$ cat src/rtl/vga_timing_if.sv
// Raster timing bundle from vga_timing_gen to the game plane and VGA connector.
// Colour lanes exist only when the VGA_RGB_BLANK_EN macro is defined.
interface vga_timing_if;
    logic [10:0] h_coord;
    logic [9:0]  v_coord;
    logic        hsync;
    logic        vsync;
    logic        display_on;
    logic        frame_start;
`ifdef VGA_RGB_BLANK_EN
    logic [3:0]  red_in;
    logic [3:0]  green_in;
    logic [3:0]  blue_in;
    logic [3:0]  red_out;
    logic [3:0]  green_out;
    logic [3:0]  blue_out;
`endif

    modport master (
        output h_coord, v_coord, hsync, vsync, display_on, frame_start
`ifdef VGA_RGB_BLANK_EN
        , input red_in, green_in, blue_in
        , output red_out, green_out, blue_out
`endif
    );

    modport slave (
        input h_coord, v_coord, hsync, vsync, display_on, frame_start
`ifdef VGA_RGB_BLANK_EN
        , output red_in, green_in, blue_in
        , input red_out, green_out, blue_out
`endif
    );
endinterface

$ cat src/rtl/vga_timing_gen.sv
// 800x600@56Hz raster timing: per-axis ACTIVE/FRONT/SYNC/BACK FSMs with registered,
// zero-skew outputs. Define VGA_RGB_BLANK_EN for registered colour blanking.
module vga_timing_gen #(
    parameter int H_ACTIVE = 800,
    parameter int H_FP     = 24,
    parameter int H_SYNC   = 72,
    parameter int H_BP     = 128,
    parameter int V_ACTIVE = 600,
    parameter int V_FP     = 1,
    parameter int V_SYNC   = 2,
    parameter int V_BP     = 22,
    parameter bit SYNC_POL = 1'b1
) (
    input  logic         pixel_clk,
    input  logic         rst_n,
    vga_timing_if.master vga
);
    localparam int H_TOTAL = H_ACTIVE + H_FP + H_SYNC + H_BP;
    localparam int V_TOTAL = V_ACTIVE + V_FP + V_SYNC + V_BP;

    localparam logic [10:0] H_ACT_END  = 11'(H_ACTIVE - 1);
    localparam logic [10:0] H_FP_END   = 11'(H_ACTIVE + H_FP - 1);
    localparam logic [10:0] H_SYNC_END = 11'(H_ACTIVE + H_FP + H_SYNC - 1);
    localparam logic [10:0] H_LAST     = 11'(H_TOTAL - 1);
    localparam logic [9:0]  V_ACT_END  = 10'(V_ACTIVE - 1);
    localparam logic [9:0]  V_FP_END   = 10'(V_ACTIVE + V_FP - 1);
    localparam logic [9:0]  V_SYNC_END = 10'(V_ACTIVE + V_FP + V_SYNC - 1);
    localparam logic [9:0]  V_LAST     = 10'(V_TOTAL - 1);

    if (H_TOTAL > 2048 || V_TOTAL > 1024) begin : g_size_check
        $error("vga_timing_gen: H_TOTAL must be <= 2048 and V_TOTAL <= 1024");
    end
    if (H_ACTIVE < 1 || H_FP < 1 || H_SYNC < 1 || H_BP < 1 ||
        V_ACTIVE < 1 || V_FP < 1 || V_SYNC < 1 || V_BP < 1) begin : g_region_check
        $error("vga_timing_gen: every timing region must be at least 1");
    end

    typedef enum logic [1:0] {ST_ACTIVE, ST_FRONT, ST_SYNC, ST_BACK} axis_state_e;

    logic [10:0] r_h;
    logic [9:0]  r_v;
    axis_state_e r_h_state, r_v_state;
    logic        r_hsync, r_vsync, r_display_on, r_frame_start;

    logic [10:0] w_h_nxt;
    logic [9:0]  w_v_nxt;
    axis_state_e w_h_state_nxt, w_v_state_nxt;
    logic        w_h_wrap;
    logic        w_hsync_nxt, w_vsync_nxt, w_display_on_nxt, w_frame_start_nxt;

    // Outputs are decoded from the next state/counters so the registered flags
    // land on the same edge as the coordinates they describe.
    always_comb begin
        // NOTE: every always_comb output gets a default first so no path infers a latch.
        w_h_wrap      = (r_h == H_LAST);
        w_h_nxt       = w_h_wrap ? 11'd0 : r_h + 11'd1;
        w_v_nxt       = r_v;
        w_h_state_nxt = r_h_state;
        w_v_state_nxt = r_v_state;

        if (w_h_wrap) begin
            w_v_nxt = (r_v == V_LAST) ? 10'd0 : r_v + 10'd1;
        end

        case (r_h_state)
            ST_ACTIVE: if (r_h == H_ACT_END)  w_h_state_nxt = ST_FRONT;
            ST_FRONT:  if (r_h == H_FP_END)   w_h_state_nxt = ST_SYNC;
            ST_SYNC:   if (r_h == H_SYNC_END) w_h_state_nxt = ST_BACK;
            default:   if (w_h_wrap)          w_h_state_nxt = ST_ACTIVE;
        endcase

        if (w_h_wrap) begin
            case (r_v_state)
                ST_ACTIVE: if (r_v == V_ACT_END)  w_v_state_nxt = ST_FRONT;
                ST_FRONT:  if (r_v == V_FP_END)   w_v_state_nxt = ST_SYNC;
                ST_SYNC:   if (r_v == V_SYNC_END) w_v_state_nxt = ST_BACK;
                default:   if (r_v == V_LAST)     w_v_state_nxt = ST_ACTIVE;
            endcase
        end

        w_hsync_nxt       = (w_h_state_nxt == ST_SYNC) ? SYNC_POL : !SYNC_POL;
        w_vsync_nxt       = (w_v_state_nxt == ST_SYNC) ? SYNC_POL : !SYNC_POL;
        w_display_on_nxt  = (w_h_state_nxt == ST_ACTIVE) && (w_v_state_nxt == ST_ACTIVE);
        w_frame_start_nxt = (w_h_nxt == 11'd0) && (w_v_nxt == 10'd0);
    end

    always_ff @(posedge pixel_clk or negedge rst_n) begin
        if (!rst_n) begin
            r_h           <= H_LAST;
            r_v           <= V_LAST;
            r_h_state     <= ST_BACK;
            r_v_state     <= ST_BACK;
            r_hsync       <= !SYNC_POL;
            r_vsync       <= !SYNC_POL;
            r_display_on  <= 1'b0;
            r_frame_start <= 1'b0;
        end else begin
            // NOTE: sequential state uses non-blocking assignments so every register
            // samples pre-edge values regardless of statement order.
            r_h           <= w_h_nxt;
            r_v           <= w_v_nxt;
            r_h_state     <= w_h_state_nxt;
            r_v_state     <= w_v_state_nxt;
            r_hsync       <= w_hsync_nxt;
            r_vsync       <= w_vsync_nxt;
            r_display_on  <= w_display_on_nxt;
            r_frame_start <= w_frame_start_nxt;
        end
    end

    assign vga.h_coord     = r_h;
    assign vga.v_coord     = r_v;
    assign vga.display_on  = r_display_on;
    assign vga.frame_start = r_frame_start;

`ifdef VGA_RGB_BLANK_EN
    logic       r_hsync_d, r_vsync_d;
    logic [3:0] r_red, r_green, r_blue;

    // Colour arrives with the pixel currently on h/v_coord; syncs are delayed to match.
    always_ff @(posedge pixel_clk or negedge rst_n) begin
        if (!rst_n) begin
            r_hsync_d <= !SYNC_POL;
            r_vsync_d <= !SYNC_POL;
            r_red     <= 4'h0;
            r_green   <= 4'h0;
            r_blue    <= 4'h0;
        end else begin
            r_hsync_d <= r_hsync;
            r_vsync_d <= r_vsync;
            r_red     <= r_display_on ? vga.red_in   : 4'h0;
            r_green   <= r_display_on ? vga.green_in : 4'h0;
            r_blue    <= r_display_on ? vga.blue_in  : 4'h0;
        end
    end

    assign vga.hsync     = r_hsync_d;
    assign vga.vsync     = r_vsync_d;
    assign vga.red_out   = r_red;
    assign vga.green_out = r_green;
    assign vga.blue_out  = r_blue;
`else
    assign vga.hsync = r_hsync;
    assign vga.vsync = r_vsync;
`endif
endmodule

$ cat src/flat_wrapper.sv
// flat-port wrapper written by rule: the top's interface ports become plain ports
module vga_timing_gen_flat 
#(
    parameter int H_ACTIVE = 800,
    parameter int H_FP     = 24,
    parameter int H_SYNC   = 72,
    parameter int H_BP     = 128,
    parameter int V_ACTIVE = 600,
    parameter int V_FP     = 1,
    parameter int V_SYNC   = 2,
    parameter int V_BP     = 22,
    parameter bit SYNC_POL = 1'b1
)
  (pixel_clk, rst_n, vga_h_coord, vga_v_coord, vga_hsync, vga_vsync, vga_display_on, vga_frame_start);
  vga_timing_if vga_i ();
  input  logic pixel_clk;
  input  logic rst_n;
  output wire logic [$bits(vga_i.h_coord)-1:0] vga_h_coord;
  output wire logic [$bits(vga_i.v_coord)-1:0] vga_v_coord;
  output wire logic [$bits(vga_i.hsync)-1:0] vga_hsync;
  output wire logic [$bits(vga_i.vsync)-1:0] vga_vsync;
  output wire logic [$bits(vga_i.display_on)-1:0] vga_display_on;
  output wire logic [$bits(vga_i.frame_start)-1:0] vga_frame_start;
  assign vga_h_coord = vga_i.h_coord;
  assign vga_v_coord = vga_i.v_coord;
  assign vga_hsync = vga_i.hsync;
  assign vga_vsync = vga_i.vsync;
  assign vga_display_on = vga_i.display_on;
  assign vga_frame_start = vga_i.frame_start;
  vga_timing_gen #(.H_ACTIVE(H_ACTIVE), .H_FP(H_FP), .H_SYNC(H_SYNC), .H_BP(H_BP), .V_ACTIVE(V_ACTIVE), .V_FP(V_FP), .V_SYNC(V_SYNC), .V_BP(V_BP), .SYNC_POL(SYNC_POL)) u_core (.pixel_clk(pixel_clk), .rst_n(rst_n), .vga(vga_i));
endmodule
$ cat config.mk
export PLATFORM = sky130hd
export DESIGN_NAME = vga_timing_gen_flat
export DESIGN_NICKNAME = d
export VERILOG_FILES = /design/src/rtl/vga_timing_if.sv /design/src/rtl/vga_timing_gen.sv /design/src/flat_wrapper.sv
export SDC_FILE = /design/constraint.sdc
export NUM_CORES = 1
export LEC_CHECK = 0
export CAP_MARGIN = 20
export CORE_ASPECT_RATIO = 0.8
export CORE_MARGIN = 1.5
export CORE_UTILIZATION = 55
export CTS_CLUSTER_DIAMETER = 200
export DETAILED_ROUTE_END_ITERATION = 8
export PLACE_DENSITY = 0.82
export SETUP_SLACK_MARGIN = 0.3
export SYNTH_ARGS = -nofsm -noshare
export SYNTH_HDL_FRONTEND = slang
export SYNTH_SLANG_ARGS = --single-unit
$ cat constraint.sdc
create_clock -name pixel_clk -period 3.8 [get_ports pixel_clk]
set_input_delay 0.76 -clock pixel_clk [delete_from_list [all_inputs] [get_ports pixel_clk]]
set_output_delay 0.76 -clock pixel_clk [all_outputs]
set_load 0.05 [all_outputs]
==> results.txt, run 1 <==
Seq cells post-synth -> 29
Global-route wire length before repair -> 6.03 mm
Die X -> 64.6 um
Multi-input logic area -> 868 um2
Switching pwr -> 117 uW
DP HPWL -> 2.67 mm
Skew final -> 0.00550 ns
Most instantiated cells after synthesis -> nand2_1 (19), dfstp_2 (18), nor2_1 (14), dfrtp_1 (11), o21ai_0 (8)
Clk_lat worst skew -> 0.29 ns
Global route hottest layer -> met2
Final Hold Violating Endpoints -> 0
Final critical delay including setup and external delays -> 2.55 ns
Storage element area -> 748 um2
CP Data Required Time -> 3.99 ns
Clock slew at reported path FFs -> 0.05 ns
Min Hold Slack -> 0.520 ns
Top_reg_cell synth -> dfstp_2
Crit Path Category -> flip-flop to flip-flop
GPL Wtd Cong -> 0.882
Post-DP Area -> 1950 um2
Period utilisation layout -> 67.1%
Num CTS Buffers -> 5
Hold Crit Class -> flip-flop to flip-flop
Power Total -> 572 uW
Core area -> 2830 um2
Worst IR drop on VDD -> 0.203 mV
CP max-delay cell -> dfstp_2
Synthesized instance count -> 170
Post-Synth Adder-Cell Area -> 2.99%
Status -> completed
Input/output buffers -> 26
Top area cells in the synthesized netlist -> dfstp_2 (28%), dfrtp_1 (16%), nand2_1 (4.3%), xnor2_1 (3.7%), nor2_1 (3.1%)
Synth Area per Inst -> 9.83 um2
Setup Buffers After CTS -> 0
Area leader, netlist -> dfstp_2
Logic gate share of total power -> 1.3%
Synth async-reset ratio -> 100%
Crit path arrival time -> 2.74 ns
Combinational family with the most area after synthesis -> simple AND/OR/NAND/NOR gates
DR WL/cell -> 15.9 um
Worst setup EP type -> flip-flop
Yosys cell types -> 51
Starting density of the core -> 59.1%
Number of synthesized flops with an enable pin -> 0
Critical-path cell list -> ha_1 -> nand2_2 -> nor4_1 -> nand4_1 -> xnor2_1 -> or4_1 -> nor4_2
RSZ-0062 raised after global routing -> no
Worst-path fanout max -> 6
Initial antenna violation count -> 0
Root Buffer -> clkbuf_8
Hold buffer count at CTS -> 0
Sw Ratio -> 20.4%
Max Fclk -> 0.392 GHz
Post-CTS Resized -> 0
Clock Power Share -> 44.4%
Nets -> 203
Xor and xnor fraction of the mapped netlist area -> 5.24%
Slew @ Worst Pin -> 0.991 ns
CP startpoint kind -> flip-flop
Post-synthesis simple-gate area fraction -> 28.7%
Synth warn -> 0
Leak Pwr -> 0.802 nW
Vias in the first global route -> 1,284
Final Non-Filler Cells -> 235
CTS tree -> built
Die Y -> 52.3 um
Area growth syn-to-layout -> 21.9%
Via count -> 1,412
Routed Antenna Nets -> 0
Seq/Total Area, Yosys -> 44.8%
Total gr overflow -> 0
Final instance area -> 2040 um2
Io pins -> 27
Setup TNS Final -> 0 ns
# DRC -> 0
ANT cells -> 0
GR met3 Demand/Resource -> 8.39%
Rows -> 17
Vias per cell -> 6.01
Fraction of layout cells with a size suffix above 1 -> 18.8%
# clock sinks -> 29
Rel. slew slack -> 33.7%
Reg power frac -> 54.2%
Initial DRC count -> 103
Placed cell count -> 228
M1 GR Usage -> 33.9%
Top-area cell type share of the netlist area -> 28.3%
CP peak stage delay -> 0.55 ns
Internal -> 455 uW
Pre-antenna DRT Iters -> 4
H-Tree Depth -> 2
Pin count of the biggest net entering global routing -> 23
Max-slew violation count -> 0
Post-synthesis compound-gate area fraction -> 14.1%
Die area -> 3380 um2
Post-synthesis net count -> 176
CTS max path bufs -> 2
Total Wirelength -> 3.74 mm
Number of max-cap violations -> 0
Mux cell area share after synthesis -> 0.898%
Fill cell count -> 207
Most frequent cell after synthesis -> nand2_1
Total track usage -> 24.9%
M2 GR Usage -> 37.5%
Final setup viols -> 0
Pwr Density -> 281 nW/um2
Synth Cell Area -> 1670 um2
placed cells by master (no fill, tap or decap), types with 3 or more instances in the layout:
master	instances
nand2_1	19
o21ai_0	8
dfstp_2	18
xnor2_1	7
ha_1	4
xor2_1	3
nor2b_1	3
a21o_1	3
a31oi_1	6
clkbuf_8	6
nand3_1	6
nor3b_1	3
nor3_1	3
nor4_1	4
and3_1	6
a21oi_1	3
clkdlybuf4s50_1	26
dfrtp_1	11
nor2_1	14
inv_1	3
sequential cells by signal, summed over array words and instances, names as in the netlist:
| signal | count |
|---|---|
| u_core.vga.h_coord | 11 |
| u_core.r_v_state | 2 |
| u_core.vga.frame_start | 1 |
| u_core.vga.v_coord | 10 |
| u_core.vga.display_on | 1 |
| u_core.vga.vsync | 1 |
| u_core.r_h_state | 2 |
| u_core.vga.hsync | 1 |
critical path, delay by kind of cell, from the launching register on:
kind | cells | cell delay [ns]
xor gates and xnor gates | 1 | 0.18
and+or+nand+nor | 5 | 1.46
adders and majority gates | 1 | 0.27
DFF | 1 | 0.55
path summary, 6_finish.rpt:
| check | startpoint | to | slack [ns] | cells after the start |
|---|---|---|---|---|
| setup / recovery | u_core.vga.h_coord[0] | u_core.vga.frame_start | 1.25 | 7 |
| hold / removal | u_core.vga.h_coord[0] | u_core.vga.h_coord[0] | 0.52 | 1 |
| setup reg to reg | u_core.vga.h_coord[0] | u_core.vga.frame_start | 1.25 | 7 |
| hold reg to reg | u_core.vga.h_coord[0] | u_core.vga.h_coord[0] | 0.52 | 1 |
| max in group asynchronous | rst_n | u_core.vga.h_coord[2] | 2.00 | 2 |
| min in group asynchronous | rst_n | u_core.vga.vsync | 1.02 | 1 |
power by group through the flow:
stage                     Combinational, mW  Clock, mW  Sequential [mW]
after floorplan                 0.000000351          0            0.315
after global placement              0.00764          0            0.315
after detailed placement            0.00790          0            0.315
after CTS                           0.00797      0.258            0.310
after global routing                0.00873      0.270            0.310
final                               0.00766      0.254            0.310
cells by family after synthesis:
group	count (synthesis)
AND/OR/NAND/NOR	80
AO/OA/AOI/OAI	35
flip-flops	29
buffers and inverters	11
XOR/XNOR	10
adder cells (fa/ha/maj)	4
multiplexers	1
final cells by class:
cell class,instances,area share (%)
Inverter,3,0.553
Tap cell,38,2.33
Sequential cell,29,36.7
Clock buffer,7,4.24
Timing Repair Buffer,28,13.5
Multi-Input combinational cell,130,42.6
metal layers:
metal / wire length, um / vias to the layer above
li1: - / 676
met1: 1720 / 689
met2: 1740 / 40
met3: 235 / 7
met4: 50 / 0
met5: 0 / -
per-stage QoR:
step,utilization [%],worst slack (ns)
after floorplan,-,1.28
after global placement,69.0,1.39
after detailed placement,69.0,1.26
after CTS,72.0,1.23
after global routing,72.0,1.07
final,72.0,1.25
(Power assumes the default switching activity.)
==> run 2, diff against run 1 <==
--- a/config.mk
+++ b/config.mk
@@ -8,10 +8,10 @@
 export CAP_MARGIN = 20
 export CORE_ASPECT_RATIO = 0.8
 export CORE_MARGIN = 1.5
-export CORE_UTILIZATION = 55
+export CORE_UTILIZATION = 48
 export CTS_CLUSTER_DIAMETER = 200
 export DETAILED_ROUTE_END_ITERATION = 8
-export PLACE_DENSITY = 0.82
+export PLACE_DENSITY = 0.76
 export SETUP_SLACK_MARGIN = 0.3
 export SYNTH_ARGS = -nofsm -noshare
 export SYNTH_HDL_FRONTEND = slang
==> constraint.sdc (replaced) <==
create_clock -name pixel_clk -period 2.3 [get_ports pixel_clk]
set_input_delay 0.46 -clock pixel_clk [delete_from_list [all_inputs] [get_ports pixel_clk]]
set_output_delay 0.46 -clock pixel_clk [all_outputs]
set_load 0.05 [all_outputs]
==> results.txt, run 2 (synthesis gave the netlist of run 1 again) <==
DP HPWL -> 2.80 mm (+4.6%)
R2R cell count -> 7 (unchanged)
Die area -> 3850 um2 (+14%)
Routed Antenna Nets -> 0 (unchanged)
Max Fclk -> 0.453 GHz (+15%)
Commonest non-fill, non-tap cell in the layout -> buf_4
Num CTS Buffers -> 5 (unchanged)
Crit path arrival time -> 2.42 ns (-0.32 ns)
H-Tree Depth -> 2 (unchanged)
Input/output buffers -> 26 (unchanged)
Worst IR drop on VDD -> 0.348 mV (+72%)
# DRC -> 0 (unchanged)
Min Hold Slack -> 0.535 ns (+0.0150 ns)
Final Hold Violating Endpoints -> 0 (unchanged)
Max reg flops -> 11 (unchanged)
Commonest non-fill, non-tap cells in the layout -> buf_4 (27), dlygate4sd2_1 (20), nand2_1 (18), dfstp_2 (17), nor2_1 (12)
RSZ-0062 raised after global routing -> yes
Vias per cell -> 5.85 (-2.6%)
Hold buffer count at CTS -> 0 (unchanged)
M2 GR Usage -> 33.7% (-3.8 points)
Initial DRC count -> 138 (+34%)
Worst reg2reg setup slack -> 0.09 ns (-1.16 ns)
Hold path depth -> 2 (+1)
Worst-path fanout max -> 6 (unchanged)
Io pins -> 27 (unchanged)
Initial antenna violation count -> 0 (unchanged)
Total gr overflow -> 0 (unchanged)
Final setup viols -> 0 (unchanged)
Number of max-cap violations -> 0 (unchanged)
# clock sinks -> 29 (unchanged)
FF-to-FF End -> u_core.vga.frame_start
Total track usage -> 24.1% (-0.84 points)
Clock slew at reported path FFs -> 0.08 ns (+0.03 ns)
Hold Path End -> u_core.vga.v_coord[9]
Skew final -> 0.0128 ns (+0.00725 ns)
Crit Path Category -> flip-flop to flip-flop
CP startpoint kind -> flip-flop
Root Buffer -> clkbuf_8
R2R Path Start -> u_core.vga.h_coord[0]
Fraction of layout cells with a size suffix above 1 -> 39.4% (+21 points)
Status -> completed
CP Data Required Time -> 2.51 ns (-1.48 ns)
Total Wirelength -> 4.69 mm (+25%)
Slew @ Worst Pin -> 0.500 ns (-0.491 ns)
Rel. slew slack -> 66.6% (+33 points)
Pre-antenna DRT Iters -> 4 (unchanged)
ANT cells -> 0 (unchanged)
Worst setup EP type -> flip-flop
Leak Pwr -> 1.09 nW (+35%)
Via count -> 1,557 (+10%)
Starting density of the core -> 52.3% (-6.8 points)
Max-slew violation count -> 0 (unchanged)
Clk_lat worst skew -> 0.30 ns (about the same)
CTS tree -> built
Vias in the first global route -> 1,413 (+10%)
CTS max path bufs -> 2 (unchanged)
M1 GR Usage -> 35.3% (+1.4 points)
Nets -> 231 (+14%)
Core area -> 3200 um2 (+13%)
DR WL/cell -> 17.6 um (+11%)
GR met3 Demand/Resource -> 6.88% (-1.5 points)
Rows -> 18 (+1)
GPL Wtd Cong -> 0.939 (+6.4%)
Die Y -> 55.8 um (+6.6%)
Pwr Density -> 393 nW/um2 (+40%)
Global-route wire length before repair -> 6.87 mm (+14%)
Power Total -> 951 uW (+66%)
Pin count of the biggest net entering global routing -> 30 (+30%)
Global route hottest layer -> met1
HP Start -> u_core.vga.v_coord[9]
Period utilisation layout -> 96.0% (+29 points)
Die X -> 69.0 um (+6.7%)
Hold Crit Class -> flip-flop to flip-flop
Area growth syn-to-layout -> 44.6%
Final critical delay including setup and external delays -> 2.21 ns (-0.342 ns)
-- run 2: what timing repair did --
item / CTS / global route
pin swaps: 8 / 11
setup buffers: 10 / 12
setup endpoints to repair: 27 / 10
gates resized for setup: 30 / 17
-- run 2: worst max-delay path: stages (launching register included) --
cell and delay (ns):
dfstp_4 0.64, ha_4 0.15, nand2_4 0.09, nor4_4 0.33, nand4_1 0.15, xnor2_1 0.16
or4_1 0.48, nor4_2 0.14
-- run 2: power by group --
part | internal [mW] | switching [mW] | total (mW) | leakage (nW)
registers | 0.511 | 0 | 0.511 | 0.335
clock network | 0.208 | 0.218 | 0.427 | 0.0439
logic | 0.00259 | 0.00973 | 0.0123 | 0.708
total | 0.722 | 0.228 | 0.951 | 1.09
-- run 2: area by class of cell --
type	count	area, um2
clock inverter	3	17.5
clock buffer	5	68.8
timing repair buffer	56	472
multi-input combinational	130	1050
fill	227	781
tap	40	50.0
sequential	29	752
inverter	3	11.3
-- run 2: how the worst max path moves through the flow --
stage | depth (start not counted) | slack (ns) | endpoint | start
final | 7 | 0.09 | u_core.vga.frame_start | u_core.vga.h_coord[0]
after global placement | 7 | 0.11 | u_core.vga.frame_start | u_core.vga.h_coord[0]
after detailed placement | 7 | 0.03 | u_core.vga.frame_start | u_core.vga.h_coord[0]
after floorplan | 7 | -0.01 | u_core.vga.frame_start | u_core.vga.h_coord[1]
after CTS | 7 | 0.09 | u_core.vga.frame_start | u_core.vga.h_coord[0]
after global routing | 7 | -0.02 | u_core.vga.frame_start | u_core.vga.h_coord[0]
-- run 2: stage by stage --
step	setup WS (ns)	cell area [um2]	util, %	cells	setup TNS (ns)
global placement	0.106	2060	64.4	236	0
floorplan	-0.0113	1750	-	170	-0.0113
global route	-0.0192	2420	75.6	266	-0.0192
detailed placement	0.0341	2060	64.4	236	0
CTS	0.0860	2240	70.2	254	0
finish	0.0912	2420	75.6	266	0
-- run 2: metal layers --
layer | wire length (um) | part of all wire [%]
met1 | 2090 | 45
met4 | 72 | 1.5
met3 | 255 | 5.4
met5 | 0 | 0
met2 | 2270 | 48
